===== config.mk =====
export PLATFORM = sky130hd
export DESIGN_NAME = sram_slot_arbiter
export DESIGN_NICKNAME = d
export VERILOG_FILES = /design/src/rtl/sram_map_pkg.sv /design/src/rtl/text_clear_engine.sv /design/src/rtl/sram_slot_arbiter.sv
export SDC_FILE = /design/constraint.sdc
export NUM_CORES = 1
export LEC_CHECK = 0
export BUFFER_PORTS_ARGS = -buffer_cell sky130_fd_sc_hd__buf_2
export CAP_MARGIN = 10
export CORE_ASPECT_RATIO = 0.7
export CORE_MARGIN = 8
export CORE_UTILIZATION = 45
export DETAILED_ROUTE_END_ITERATION = 16
export PLACE_DENSITY = 0.75
export SETUP_SLACK_MARGIN = 0.1
export SYNTH_ARGS = -nofsm -noshare
export SYNTH_HDL_FRONTEND = slang
export SYNTH_SLANG_ARGS = --single-unit

===== constraint.sdc =====
create_clock -name CLOCK_50 -period 7.8 [get_ports CLOCK_50]
set_clock_uncertainty 0.15 [all_clocks]
set_input_delay 1.17 -clock CLOCK_50 [delete_from_list [all_inputs] [get_ports CLOCK_50]]
set_output_delay 1.17 -clock CLOCK_50 [all_outputs]
set_load 0.1 [all_outputs]

===== src/rtl/sram_map_pkg.sv =====
// Text-buffer memory map shared by the SRAM arbiter, VGA char_pos and SD loader.
// The buffer holds 80x30 cells of {color[15:8], ascii[7:0]}.
package sram_map_pkg;

    localparam int          ADDR_W     = 18;
    localparam int          DATA_W     = 16;
    localparam int          CNT_W      = 12;
    localparam int          PH_W       = 3;
    localparam logic [17:0] OFFSET     = 18'h3F69F;
    localparam int          TEXT_WORDS = 2400;
    localparam int          SLOT_LEN   = 8;
    localparam logic [2:0]  PH_VGA     = 3'd0;
    localparam logic [2:0]  PH_LCD     = 3'd1;

    typedef enum logic [2:0] {
        SEL_IDLE,
        SEL_VGA,
        SEL_LCD,
        SEL_CLR,
        SEL_WR,
        SEL_OOB
    } slot_sel_e;

endpackage


===== src/rtl/text_clear_engine.sv =====
// Screen-clear sequencer: walks cell indices 0..TEXT_WORDS-1, advancing one
// cell per grant from the arbiter, and drops busy after the last grant.
module text_clear_engine #(
    parameter int TEXT_WORDS = 2400,
    parameter int CNT_W      = 12
) (
    input  logic             clk,
    input  logic             rst,
    input  logic             start,
    input  logic             grant,
    output logic             busy,
    output logic [CNT_W-1:0] count
);
    import sram_map_pkg::*;

    localparam logic [CNT_W-1:0] LAST_IDX = CNT_W'(TEXT_WORDS - 1);

    logic             busy_q, busy_d;
    logic [CNT_W-1:0] count_q, count_d;

    always_comb begin
        busy_d  = busy_q;
        count_d = count_q;
        if (!busy_q) begin
            if (start) begin
                busy_d = 1'b1;
            end
        end else if (grant) begin
            if (count_q == LAST_IDX) begin
                busy_d  = 1'b0;
                count_d = '0;
            end else begin
                count_d = count_q + 1'b1;
            end
        end
    end

    always_ff @(posedge clk or posedge rst) begin
        if (rst) begin
            busy_q  <= 1'b0;
            count_q <= '0;
        end else begin
            busy_q  <= busy_d;
            count_q <= count_d;
        end
    end

    assign busy  = busy_q;
    assign count = count_q;

endmodule


===== src/rtl/sram_slot_arbiter.sv =====
// Time-slotted arbiter for the shared text-buffer SRAM: phase 0 feeds VGA,
// phase 1 the LCD mirror, all other cycles the clear engine and write port.
module sram_slot_arbiter #(
    parameter int                ADDR_W     = 18,
    parameter int                DATA_W     = 16,
    parameter logic [ADDR_W-1:0] OFFSET     = sram_map_pkg::OFFSET,
    parameter int                TEXT_WORDS = sram_map_pkg::TEXT_WORDS
) (
    input  logic              CLOCK_50,
    input  logic              reset,
    input  logic              char_tick,
    input  logic [ADDR_W-1:0] vga_addr,
    output logic [DATA_W-1:0] vga_data,
    output logic              vga_valid,
    input  logic              lcd_req,
    input  logic [4:0]        lcd_idx,
    output logic [7:0]        lcd_data,
    output logic              lcd_ack,
    input  logic              wr_req,
    input  logic [11:0]       wr_idx,
    input  logic [DATA_W-1:0] wr_data,
    output logic              wr_ack,
    output logic              wr_oob,
    input  logic              clr_start,
    output logic              clr_busy,
    output logic [ADDR_W-1:0] sram_addr,
    output logic              sram_we,
    output logic [DATA_W-1:0] sram_wdata,
    input  logic [DATA_W-1:0] sram_rdata
);
    import sram_map_pkg::*;

    localparam logic [11:0] WORDS = 12'(TEXT_WORDS);

    logic [PH_W-1:0]   ph_q, ph_d, eff_ph;
    logic [ADDR_W-1:0] sram_addr_q, sram_addr_d;
    logic              sram_we_q, sram_we_d;
    logic [DATA_W-1:0] sram_wdata_q, sram_wdata_d;
    logic              rd_vga_q, rd_vga_d;
    logic              rd_lcd_q, rd_lcd_d;
    logic [DATA_W-1:0] vga_data_q, vga_data_d;
    logic              vga_valid_q, vga_valid_d;
    logic [7:0]        lcd_data_q, lcd_data_d;
    logic              lcd_ack_q, lcd_ack_d;
    logic              wr_ack_q, wr_ack_d;
    logic              wr_oob_q, wr_oob_d;
    logic              clr_grant;
    logic [CNT_W-1:0]  clr_count;
    slot_sel_e         sel;

    text_clear_engine #(
        .TEXT_WORDS(TEXT_WORDS),
        .CNT_W     (CNT_W)
    ) u_clear (
        .clk  (CLOCK_50),
        .rst  (reset),
        .start(clr_start),
        .grant(clr_grant),
        .busy (clr_busy),
        .count(clr_count)
    );

    assign eff_ph = char_tick ? PH_VGA : ph_q;
    assign ph_d   = eff_ph + 1'b1;

    // The ack cycle still shows the consumed request, so it is not re-served.
    always_comb begin
        sel = SEL_IDLE;
        if (eff_ph == PH_VGA) begin
            sel = SEL_VGA;
        end else if (eff_ph == PH_LCD && lcd_req && !lcd_ack_q) begin
            sel = SEL_LCD;
        end else if (clr_busy) begin
            sel = SEL_CLR;
        end else if (wr_req && !clr_start && !wr_ack_q) begin
            sel = (wr_idx >= WORDS) ? SEL_OOB : SEL_WR;
        end
    end

    always_comb begin
        sram_addr_d  = sram_addr_q;
        sram_we_d    = 1'b0;
        sram_wdata_d = sram_wdata_q;
        rd_vga_d     = 1'b0;
        rd_lcd_d     = 1'b0;
        wr_ack_d     = 1'b0;
        wr_oob_d     = 1'b0;
        clr_grant    = 1'b0;
        unique case (sel)
            SEL_VGA: begin
                sram_addr_d = vga_addr;
                rd_vga_d    = 1'b1;
            end
            SEL_LCD: begin
                sram_addr_d = OFFSET + ADDR_W'(lcd_idx);
                rd_lcd_d    = 1'b1;
            end
            SEL_CLR: begin
                sram_addr_d  = OFFSET + ADDR_W'(clr_count);
                sram_we_d    = 1'b1;
                sram_wdata_d = '0;
                clr_grant    = 1'b1;
            end
            SEL_WR: begin
                sram_addr_d  = OFFSET + ADDR_W'(wr_idx);
                sram_we_d    = 1'b1;
                sram_wdata_d = wr_data;
                wr_ack_d     = 1'b1;
            end
            SEL_OOB: begin
                wr_ack_d = 1'b1;
                wr_oob_d = 1'b1;
            end
            default: begin
            end
        endcase
    end

    // Reads issued on the previous edge are sampled from the DQ bus now.
    always_comb begin
        vga_data_d  = rd_vga_q ? sram_rdata : vga_data_q;
        vga_valid_d = rd_vga_q;
        lcd_data_d  = rd_lcd_q ? sram_rdata[7:0] : lcd_data_q;
        lcd_ack_d   = rd_lcd_q;
    end

    always_ff @(posedge CLOCK_50 or posedge reset) begin
        if (reset) begin
            ph_q         <= '0;
            sram_addr_q  <= OFFSET;
            sram_we_q    <= 1'b0;
            sram_wdata_q <= '0;
            rd_vga_q     <= 1'b0;
            rd_lcd_q     <= 1'b0;
            vga_data_q   <= '0;
            vga_valid_q  <= 1'b0;
            lcd_data_q   <= '0;
            lcd_ack_q    <= 1'b0;
            wr_ack_q     <= 1'b0;
            wr_oob_q     <= 1'b0;
        end else begin
            ph_q         <= ph_d;
            sram_addr_q  <= sram_addr_d;
            sram_we_q    <= sram_we_d;
            sram_wdata_q <= sram_wdata_d;
            rd_vga_q     <= rd_vga_d;
            rd_lcd_q     <= rd_lcd_d;
            vga_data_q   <= vga_data_d;
            vga_valid_q  <= vga_valid_d;
            lcd_data_q   <= lcd_data_d;
            lcd_ack_q    <= lcd_ack_d;
            wr_ack_q     <= wr_ack_d;
            wr_oob_q     <= wr_oob_d;
        end
    end

    assign sram_addr  = sram_addr_q;
    assign sram_we    = sram_we_q;
    assign sram_wdata = sram_wdata_q;
    assign vga_data   = vga_data_q;
    assign vga_valid  = vga_valid_q;
    assign lcd_data   = lcd_data_q;
    assign lcd_ack    = lcd_ack_q;
    assign wr_ack     = wr_ack_q;
    assign wr_oob     = wr_oob_q;

endmodule


### After elaboration in Yosys (flattened, before gate mapping)

Cells that the tools add are included.

| word-level totals | value |
|---|---|
| bits in registers | 81 |
| logic and storage cells | 59 |
| input bits | 73 |
| output and inout port bits | 64 |

| cells by class | value |
|---|---|
| equal/unequal tests | 7 |
| reductions and logical operators | 13 |
| magnitude comparators | 1 |
| multiplexer cells | 19 |
| add/sub/neg operators | 5 |

Operators with widths:

| cell | count |
|---|---|
| $pmux 18 s4 | 1 |
| $pmux 16 s2 | 1 |
| $add 13x13->14 const A | 2 |
| $mux 3 | 5 |
| $add 13x6->14 const A | 1 |
| $add 12x1->12 const B | 1 |
| $eq 12x12->1 const B | 1 |
| $ge 12x12->1 const B | 1 |
| $mux 12 | 1 |
| $mux 1 | 11 |
| $eq 3x1->1 const B | 2 |
| $eq 3x2->1 const B | 2 |
| $eq 3x3->1 const B | 2 |
| $logic_and 1x1->1 | 4 |
| $reduce_bool 4->1 | 1 |
| $reduce_or 2->1 | 2 |
| $add 3x1->3 const B | 1 |
| $logic_not 1->1 | 3 |
| $logic_not 3->1 | 1 |
| $reduce_and 2->1 | 1 |
| $reduce_bool 2->1 | 1 |

### Logic depth before layout (Yosys ltp)

Gate-level depths: netlist of run 1.

| logic depth | value |
|---|---|
| depth in word-level cells | 11 |
| depth in mapped cells | 11 |

### Modules after synthesis

Synthesis of run 1 repeated with hierarchy kept, for this count alone.

| unflattened totals | value |
|---|---|
| cells, all modules | 367 |
| area total of the unflattened synthesis | 4046.4 µm² |

By module, submodules not included:

| module | times used | area an instance (µm²) | cells each |
|---|---|---|---|
| sram_slot_arbiter | 1 | 3370.7 | 306 |
| text_clear_engine | 1 | 675.6 | 61 |

### Worst setup path before layout of run 1

OpenSTA, ideal clock, no wires.

| timing path | value |
|---|---|
| kind | input-to-reg |
| from | input char_tick |
| to | register u_clear.count_q[6], in the netlist u_clear.count[6] |
| required time | 7.513 ns |
| data arrival time | 2.910 ns |
| buffers on the path | 2 |
| path slack | 4.603 ns |
| stages on the path | 10 |
| path through | nor2b_1 inv_1 ha_1 a21oi_1 o31a_1 clkbuf_1 clkbuf_1 o21ai_0 nand2_1 o21ai_0 |

| between the ends | value |
|---|---|
| word-level cells in the longest chain between the ends | 9 |
| elaborated cells between the ends (all ways) | 10 |
| those cells by class | eq/ne: 2; mux: 4; reduce/logical: 4 |

RTL lines:

| item | line | RTL |
|---|---|---|
| from (decl) | sram_slot_arbiter.sv:11 | `input logic char_tick,` |
| $mux 3 * | sram_slot_arbiter.sv:63 | `assign eff_ph = char_tick ? PH_VGA : ph_q;` |
| $eq 3x1->1 | sram_slot_arbiter.sv:71 | `end else if (eff_ph == PH_LCD && lcd_req && !lcd_ack_q) begin` |
| $logic_and 1x1->1 (2 in series) | sram_slot_arbiter.sv:71 |  |
| $mux 3 | sram_slot_arbiter.sv:71 |  |
| $mux 3 * | sram_slot_arbiter.sv:69 | `if (eff_ph == PH_VGA) begin` |
| $eq 3x2->1 * | sram_slot_arbiter.sv:89 | `unique case (sel)` |
| $mux 1 * | sram_slot_arbiter.sv:89 |  |
| $reduce_and 2->1 (no source line) * | -- |  |
| to (signal assigned) | text_clear_engine.sv:44 | `count_q <= count_d;` |
| to (decl) | text_clear_engine.sv:19 | `logic [CNT_W-1:0] count_q, count_d;` |

Mark *: on every way between the ends. The rest lies on a longest branch, timed or not.
A chain may end at the register's enable or synchronous reset.

### Final worst setup path of run 1

| timing path | value |
|---|---|
| from | input char_tick |
| to | register sram_addr_q[2], in the netlist sram_addr[2] |

| between the ends | value |
|---|---|
| word-level cells in the longest chain between the ends | 8 |
| elaborated cells between the ends (all ways) | 13 |
| those cells by class | eq/ne: 5; mux: 4; reduce/logical: 4 |

RTL lines:

| item | line | RTL |
|---|---|---|
| $mux 3 * | sram_slot_arbiter.sv:63 |  |
| $eq 3x1->1 | sram_slot_arbiter.sv:71 |  |
| $logic_and 1x1->1 (2 in series) | sram_slot_arbiter.sv:71 |  |
| $mux 3 | sram_slot_arbiter.sv:71 |  |
| $mux 3 * | sram_slot_arbiter.sv:69 |  |
| $eq 3x3->1, or another cell as far along | sram_slot_arbiter.sv:89 |  |
| $pmux 18 s4 / $reduce_bool 4->1 (equally long branches) | -- |  |
| to (signal assigned) | sram_slot_arbiter.sv:143 | `sram_addr_q <= sram_addr_d;` |
| to (decl) | sram_slot_arbiter.sv:36 | `logic [ADDR_W-1:0] sram_addr_q, sram_addr_d;` |

Marks and branches as above.

==> results_dict.tcl, run 1 <==
set metrics [dict create \
    wl_per_cell_microns 17.6 \
    nFillCells 766 \
    ys_async_sr_fraction_pct 100 \
    viasPerCell 5.36 \
    clk_latency_ns 0.33 \
    cts_made_buffers 9 \
    maxCapViolations 0 \
    yosysSeqAreaShare_pct 49.9 \
    cp_max_fo 20 \
    leakage_nw 2.43 \
    die_w_microns 130 \
    antenna_found_initial 0 \
    first_global_vias 3534 \
    wl_microns 11600 \
    p_switching_mw 0.788 \
    reg2reg_from "ph_q[0]" \
    min_path_type "flop to flop" \
    hold_violations 0 \
    ant_nets 0 \
    num_io_pins 137 \
    worst_pin_slew_ns 1.00 \
    p_per_area_nw_per_um2 326 \
    antenna_cells 0 \
    cp-start-kind "input pin" \
    ys_types 54 \
    switching_share_pct 46.9 \
    cp.arrival_ns 3.57 \
    run_status "finished clean" \
    core_area_sq_um 8960 \
    worst-r2r-cell-count 7 \
    yosys_warnings 0 \
    synth_flop_cell "dfrtp_1" \
    gp_congestion 0.844 \
    synthToLayoutAreaGrowth_pct 26.0 \
    drv_slew 0 \
    finalSetupViolations 0 \
    start_util_pct 45.7 \
    crit_start "char_tick" \
    postSynthNetCount 484 \
    fin_crit_ns 3.49 \
    rrSetupSlack_ns 4.94 \
    fmax_mhz 287 \
    vias 3514 \
    synth_edf_count 0 \
    dpl.hpwl_microns 8560 \
    timing.setup.tns_ns 0 \
    seq_power_share_pct 34.0 \
    endpoint "sram_addr[2]" \
    grt_overflow 0 \
    worst_ir_drop_vdd_mv 0.162 \
    cts_tree "yes" \
    postCtsHoldBufs 0 \
    p_int_mw 0.892 \
    post_cts_resize_count 0 \
    clk_path_buf_depth 2 \
    crit_path_cell_trace "buf_2, nor2b_1, inv_1, ha_1, a21oi_1, o31a_1, a222oi_1, a211oi_1" \
    yosysMostFrequentCell "dfrtp_1" \
    drive_above_1_share_pct 38.2 \
    port-buffer-count 136 \
    drt_iter0_drc 286 \
    relSlewSlack_pct 33.1 \
    synth_top_area_share_pct 41.0 \
    rows 29 \
    slowest_delay_ns 0.75 \
    p_comb_share_pct 40.8 \
    synth_area_leaders "dfrtp_1, dfstp_2, mux2_2, nand2_1, o21ai_0" \
    end_kind "flop" \
    dp_cells 639 \
    die_area_sq_um 12500 \
    cts_setup_buffers 0 \
    grt_usage_pct 18.7 \
    post-route-period-util_pct 44.7 \
    nNetsFinal 608 \
    crit_type "input pin to flop" \
    drc 0 \
    synth_top_area_cell "dfrtp_1" \
    cts.sinks 81 \
    path_clk_slew_ns 0.06 \
    grt_start_max_net_pins 82 \
    grt_pass1_wl_microns 18200 \
    root_buffer "clkbuf_16" \
    crit_slowest_cell "o31a_1" \
    die_y_microns 95.8 \
    clockPowerShare_pct 25.2 \
    netlist_instances 403 \
    rsz0062_at_grt "no" \
    r2r-end "sram_addr[2]" \
    syn_avg_cell_area_sq_um 10.2 \
    cp.required_ns 7.88 \
    fin_cells 656 \
    synth-seq-cells 81 \
    h-tree-depth 3 \
    syn_area_sq_um 4090 \
    synthTopCellsByCount "dfrtp_1, nand2_1, o21ai_0" \
    drtPass1Iterations 5 \
]
==> routing by layer <==
layer  track usage [%]  wire length (microns)
met1              24.6                   5100
met2              28.4                   5370
met3              7.25                    963
met4              5.00                    125
met5                 0                      0
==> worst min-delay path by stage <==
stage | to | startpoint | slack, ns | depth (start not counted)
2_1_floorplan | lcd_ack | lcd_ack_d | 0.20 | 0
3_3_place_gp | vga_data[4] | vga_data[4] | 0.33 | 1
3_5_place_dp | vga_data[7] | vga_data[7] | 0.34 | 1
4_1_cts | vga_data[5] | vga_data[5] | 0.35 | 1
5_1_grt | lcd_data[0] | lcd_data[0] | 0.38 | 1
6_report | vga_data[5] | vga_data[5] | 0.35 | 1
==> worst max-delay path: cells and delay by family <==
| family | cells | cell delay, ns |
|---|---|---|
| and+or+nand+nor | 1 | 0.24 |
| adders and majority gates | 1 | 0.25 |
| buffers and inverters | 2 | 0.21 |
| AOI/OAI and AO/OA | 4 | 1.68 |
==> cells by family after synthesis <==
kind of cell	count (synthesis)	share of synthesized area [%]
muxes	26	7.09
AOI/OAI and AO/OA	89	15.2
DFF	81	49.9
and+or+nand+nor	134	16.3
adders and majority gates	8	2.45
xor gates and xnor gates	22	4.71
buffers and inverters	43	4.31
==> cells in the final DEF, fill, tap and decap left out, types with 4 or more instances in the layout <==
master / synthesis / layout
nand4_1: 4 / 4
mux2_2: 24 / 24
dfstp_2: 14 / 14
nand3_1: 8 / 8
a211oi_1: 6 / 6
xor2_1: 9 / 9
inv_1: 16 / 15
nor3_1: 19 / 19
nor2b_1: 6 / 6
xnor2_1: 13 / 13
clkbuf_16: 0 / 10
buf_2: 6 / 136
a21oi_1: 7 / 7
and3_1: 6 / 6
ha_1: 8 / 8
nand2b_1: 4 / 4
nand2_1: 54 / 54
a31oi_1: 6 / 6
nor2_1: 16 / 16
dfrtp_1: 67 / 67
o31ai_1: 8 / 8
o21ai_0: 33 / 33
==> state kept, by name, indices dropped and copies added, names as in the netlist <==
name and count:
ph_q 3, vga_valid 1, sram_addr 18, wr_ack 1, lcd_ack_d 1, sram_we 1
wr_oob 1, u_clear.count 12, lcd_ack 1, vga_data 16, sram_wdata 16, u_clear.busy 1
rd_vga_q 1, lcd_data 8
==> stage by stage <==
step / area [sq um] / util [%] / setup slack, ns / total power, mW / hold WS, ns
6_report: 5160 / 57.6 / 4.31 / 1.68 / 0.352
5_1_grt: 5160 / 57.6 / 4.09 / 1.75 / 0.376
4_1_cts: 5130 / 57.3 / 3.84 / 1.69 / 0.354
3_5_place_dp: 4840 / 54.0 / 3.56 / 1.26 / 0.341
3_3_place_gp: 4840 / 54.0 / 3.79 / 1.25 / 0.333
2_1_floorplan: 4090 / - / 4.42 / 1.13 / 0.202
==> power groups by stage <==
stage	Clock, mW	Combinational [mW]	Sequential (mW)
floorplan	0	0.194	0.939
global placement	0	0.675	0.572
detailed placement	0	0.685	0.578
CTS	0.430	0.689	0.570
global route	0.447	0.716	0.584
finish	0.423	0.685	0.572
==> cell type report <==
cell class	count	area, sq um	area share [%]
clock buffers	10	229	4.44
clock inverters	6	68.8	1.33
inverters	16	61.3	1.19
multi-input cells	279	1870	36.3
flip-flops and latches	81	2040	39.6
well taps	124	155	3.01
repair buffers	140	728	14.1
Note: power is estimated with default switching activity, not from simulation.
==> run 2: changes to the inputs <==
--- a/config.mk
+++ b/config.mk
@@ -11,7 +11,7 @@
 export CORE_MARGIN = 8
 export CORE_UTILIZATION = 45
 export DETAILED_ROUTE_END_ITERATION = 16
-export PLACE_DENSITY = 0.75
+export PLACE_DENSITY = 0.77
 export SETUP_SLACK_MARGIN = 0.1
 export SYNTH_ARGS = -nofsm -noshare
 export SYNTH_HDL_FRONTEND = slang
==> constraint.sdc (replaced) <==
create_clock -name CLOCK_50 -period 3.2 [get_ports CLOCK_50]
set_clock_uncertainty 0.15 [all_clocks]
set_input_delay 0.48 -clock CLOCK_50 [delete_from_list [all_inputs] [get_ports CLOCK_50]]
set_output_delay 0.48 -clock CLOCK_50 [all_outputs]
set_load 0.1 [all_outputs]
==> run 2 against run 1 <==
Clock power rose by 140%; via count rose by 1.3%; register-to-register slack got worse by 4.3 ns; combinational power rose by 150%; critical path depth rose by 1; sequential share of layout area fell by 0.27 points; critical endpoint is now sram_wdata[13].
==> results_dict.tcl, run 2 (synthesized netlist as in run 1, its figures left out) <==
set metrics [dict create \
    run_status "finished clean" \
    clk_path_buf_depth 2 \
    dp_cells 644 \
    nNetsFinal 612 \
    end_kind "flop" \
    finalSetupViolations 0 \
    cts_tree "yes" \
    fin_cells 663 \
    p_per_area_nw_per_um2 788 \
    grt_usage_pct 19.4 \
    leakage_nw 2.45 \
    switching_share_pct 46.7 \
    seq_power_share_pct 34.2 \
    layout_common_cells "buf_2, dfrtp_1, nand2_1" \
    die_area_sq_um 12500 \
    die_w_microns 130 \
    viasPerCell 5.37 \
    wl_microns 11800 \
    p_switching_mw 1.91 \
    first_global_vias 3666 \
    relSlewSlack_pct 49.6 \
    cp_max_fo 32 \
    cts.sinks 81 \
    drv_slew 0 \
    wl_per_cell_microns 17.8 \
    antenna_found_initial 2 \
    critPathTopFamily "simple AND/OR/NAND/NOR gates" \
    min_path_type "input pin to async pin" \
    root_buffer "clkbuf_16" \
    post-route-period-util_pct 81.3 \
    hold_violations 0 \
    cp.arrival_ns 2.66 \
    rows 29 \
    cp-start-kind "flop" \
    synthToLayoutAreaGrowth_pct 26.9 \
    gp_congestion 0.863 \
    num_io_pins 137 \
    grt_pass1_wl_microns 18800 \
    dpl.hpwl_microns 9160 \
    final_common_cell "buf_2" \
    core_area_sq_um 8960 \
    clk_latency_ns 0.33 \
    crit_type "flop to flop" \
    worst_ir_drop_vdd_mv 0.460 \
    p_comb_share_pct 41.1 \
    clockPowerShare_pct 24.7 \
    h-tree-depth 3 \
    fin_crit_ns 2.60 \
    cts_setup_buffers 0 \
    vias 3561 \
    rsz0062_at_grt "no" \
    slowest_delay_ns 0.42 \
    crit_slowest_cell "and3_1" \
    fmax_mhz 384 \
    postCtsHoldBufs 0 \
    ant_nets 0 \
    worst_pin_slew_ns 0.756 \
    timing.setup.tns_ns 0 \
    drt_iter0_drc 268 \
    largest_reg_flops 18 \
    crit_path_cell_trace "nor2b_1, inv_1, ha_1, nor2b_1, buf_4, or3_1, and3_1, buf_4, o21ai_0" \
    post_cts_resize_count 0 \
    dpl_cell_area_sq_um 4900 \
    grt_overflow 0 \
    design_area_sq_um 5190 \
    cts_made_buffers 9 \
    port-buffer-count 136 \
    grt_start_max_net_pins 53 \
    drive_above_1_share_pct 38.4 \
    drc 0 \
    cp.required_ns 3.25 \
    path_clk_slew_ns 0.06 \
    p_int_mw 2.18 \
    path_buf_inv 3 \
    maxCapViolations 0 \
    start_util_pct 45.7 \
    die_y_microns 95.8 \
    drtPass1Iterations 5 \
]
## run 2: final timing paths
check	startpoint	end	cells past startpoint	slack, ns
max	ph_q[0]	sram_wdata[13]	9	0.60
max reg2reg	ph_q[0]	sram_wdata[13]	9	0.60
min	reset	sram_wdata[10]	2	0.01
min reg2reg	vga_data[11]	vga_data[11]	1	0.35
max in group asynchronous	reset	sram_addr[12]	3	2.19
min in group CLOCK_50	wr_data[6]	sram_wdata[6]	3	0.19
## run 2: stage by stage
stage               setup WS [ns]  hold WS (ns)  total power, mW  util, %
floorplan                   0.513         0.202             2.76        -
global placement            0.534         0.333             3.05     54.6
detailed placement          0.361         0.340             3.10     54.6
CTS                         0.632        0.0320             4.11     57.9
global route                0.316        0.0586             4.26     57.9
finish                      0.597        0.0136             4.09     58.0
## run 2: final cells by class
class,count,area (sq um)
fillers,781,3770
well taps,124,155
clock buffers,11,233
inverters,16,61.3
flip-flops and latches,81,2040
multi-input cells,279,1880
diodes,3,7.51
repair buffers,144,753
clock inverters,5,58.8
## run 2: metal layers
metal	vias up	share of wire (%)	GRT usage, %
met4	0	1.4	7.12
met2	160	48	30.5
met5	-	0	0
met1	1693	42	25.3
met3	14	8.6	5.42
li1	1694	-	-
## run 2: power groups by stage
stage | clock [mW] | sequential, mW | combinational, mW
2_1_floorplan | 0 | 2.29 | 0.472
3_3_place_gp | 0 | 1.39 | 1.66
3_5_place_dp | 0 | 1.41 | 1.69
4_1_cts | 1.03 | 1.40 | 1.69
5_1_grt | 1.07 | 1.43 | 1.76
6_report | 1.01 | 1.40 | 1.68
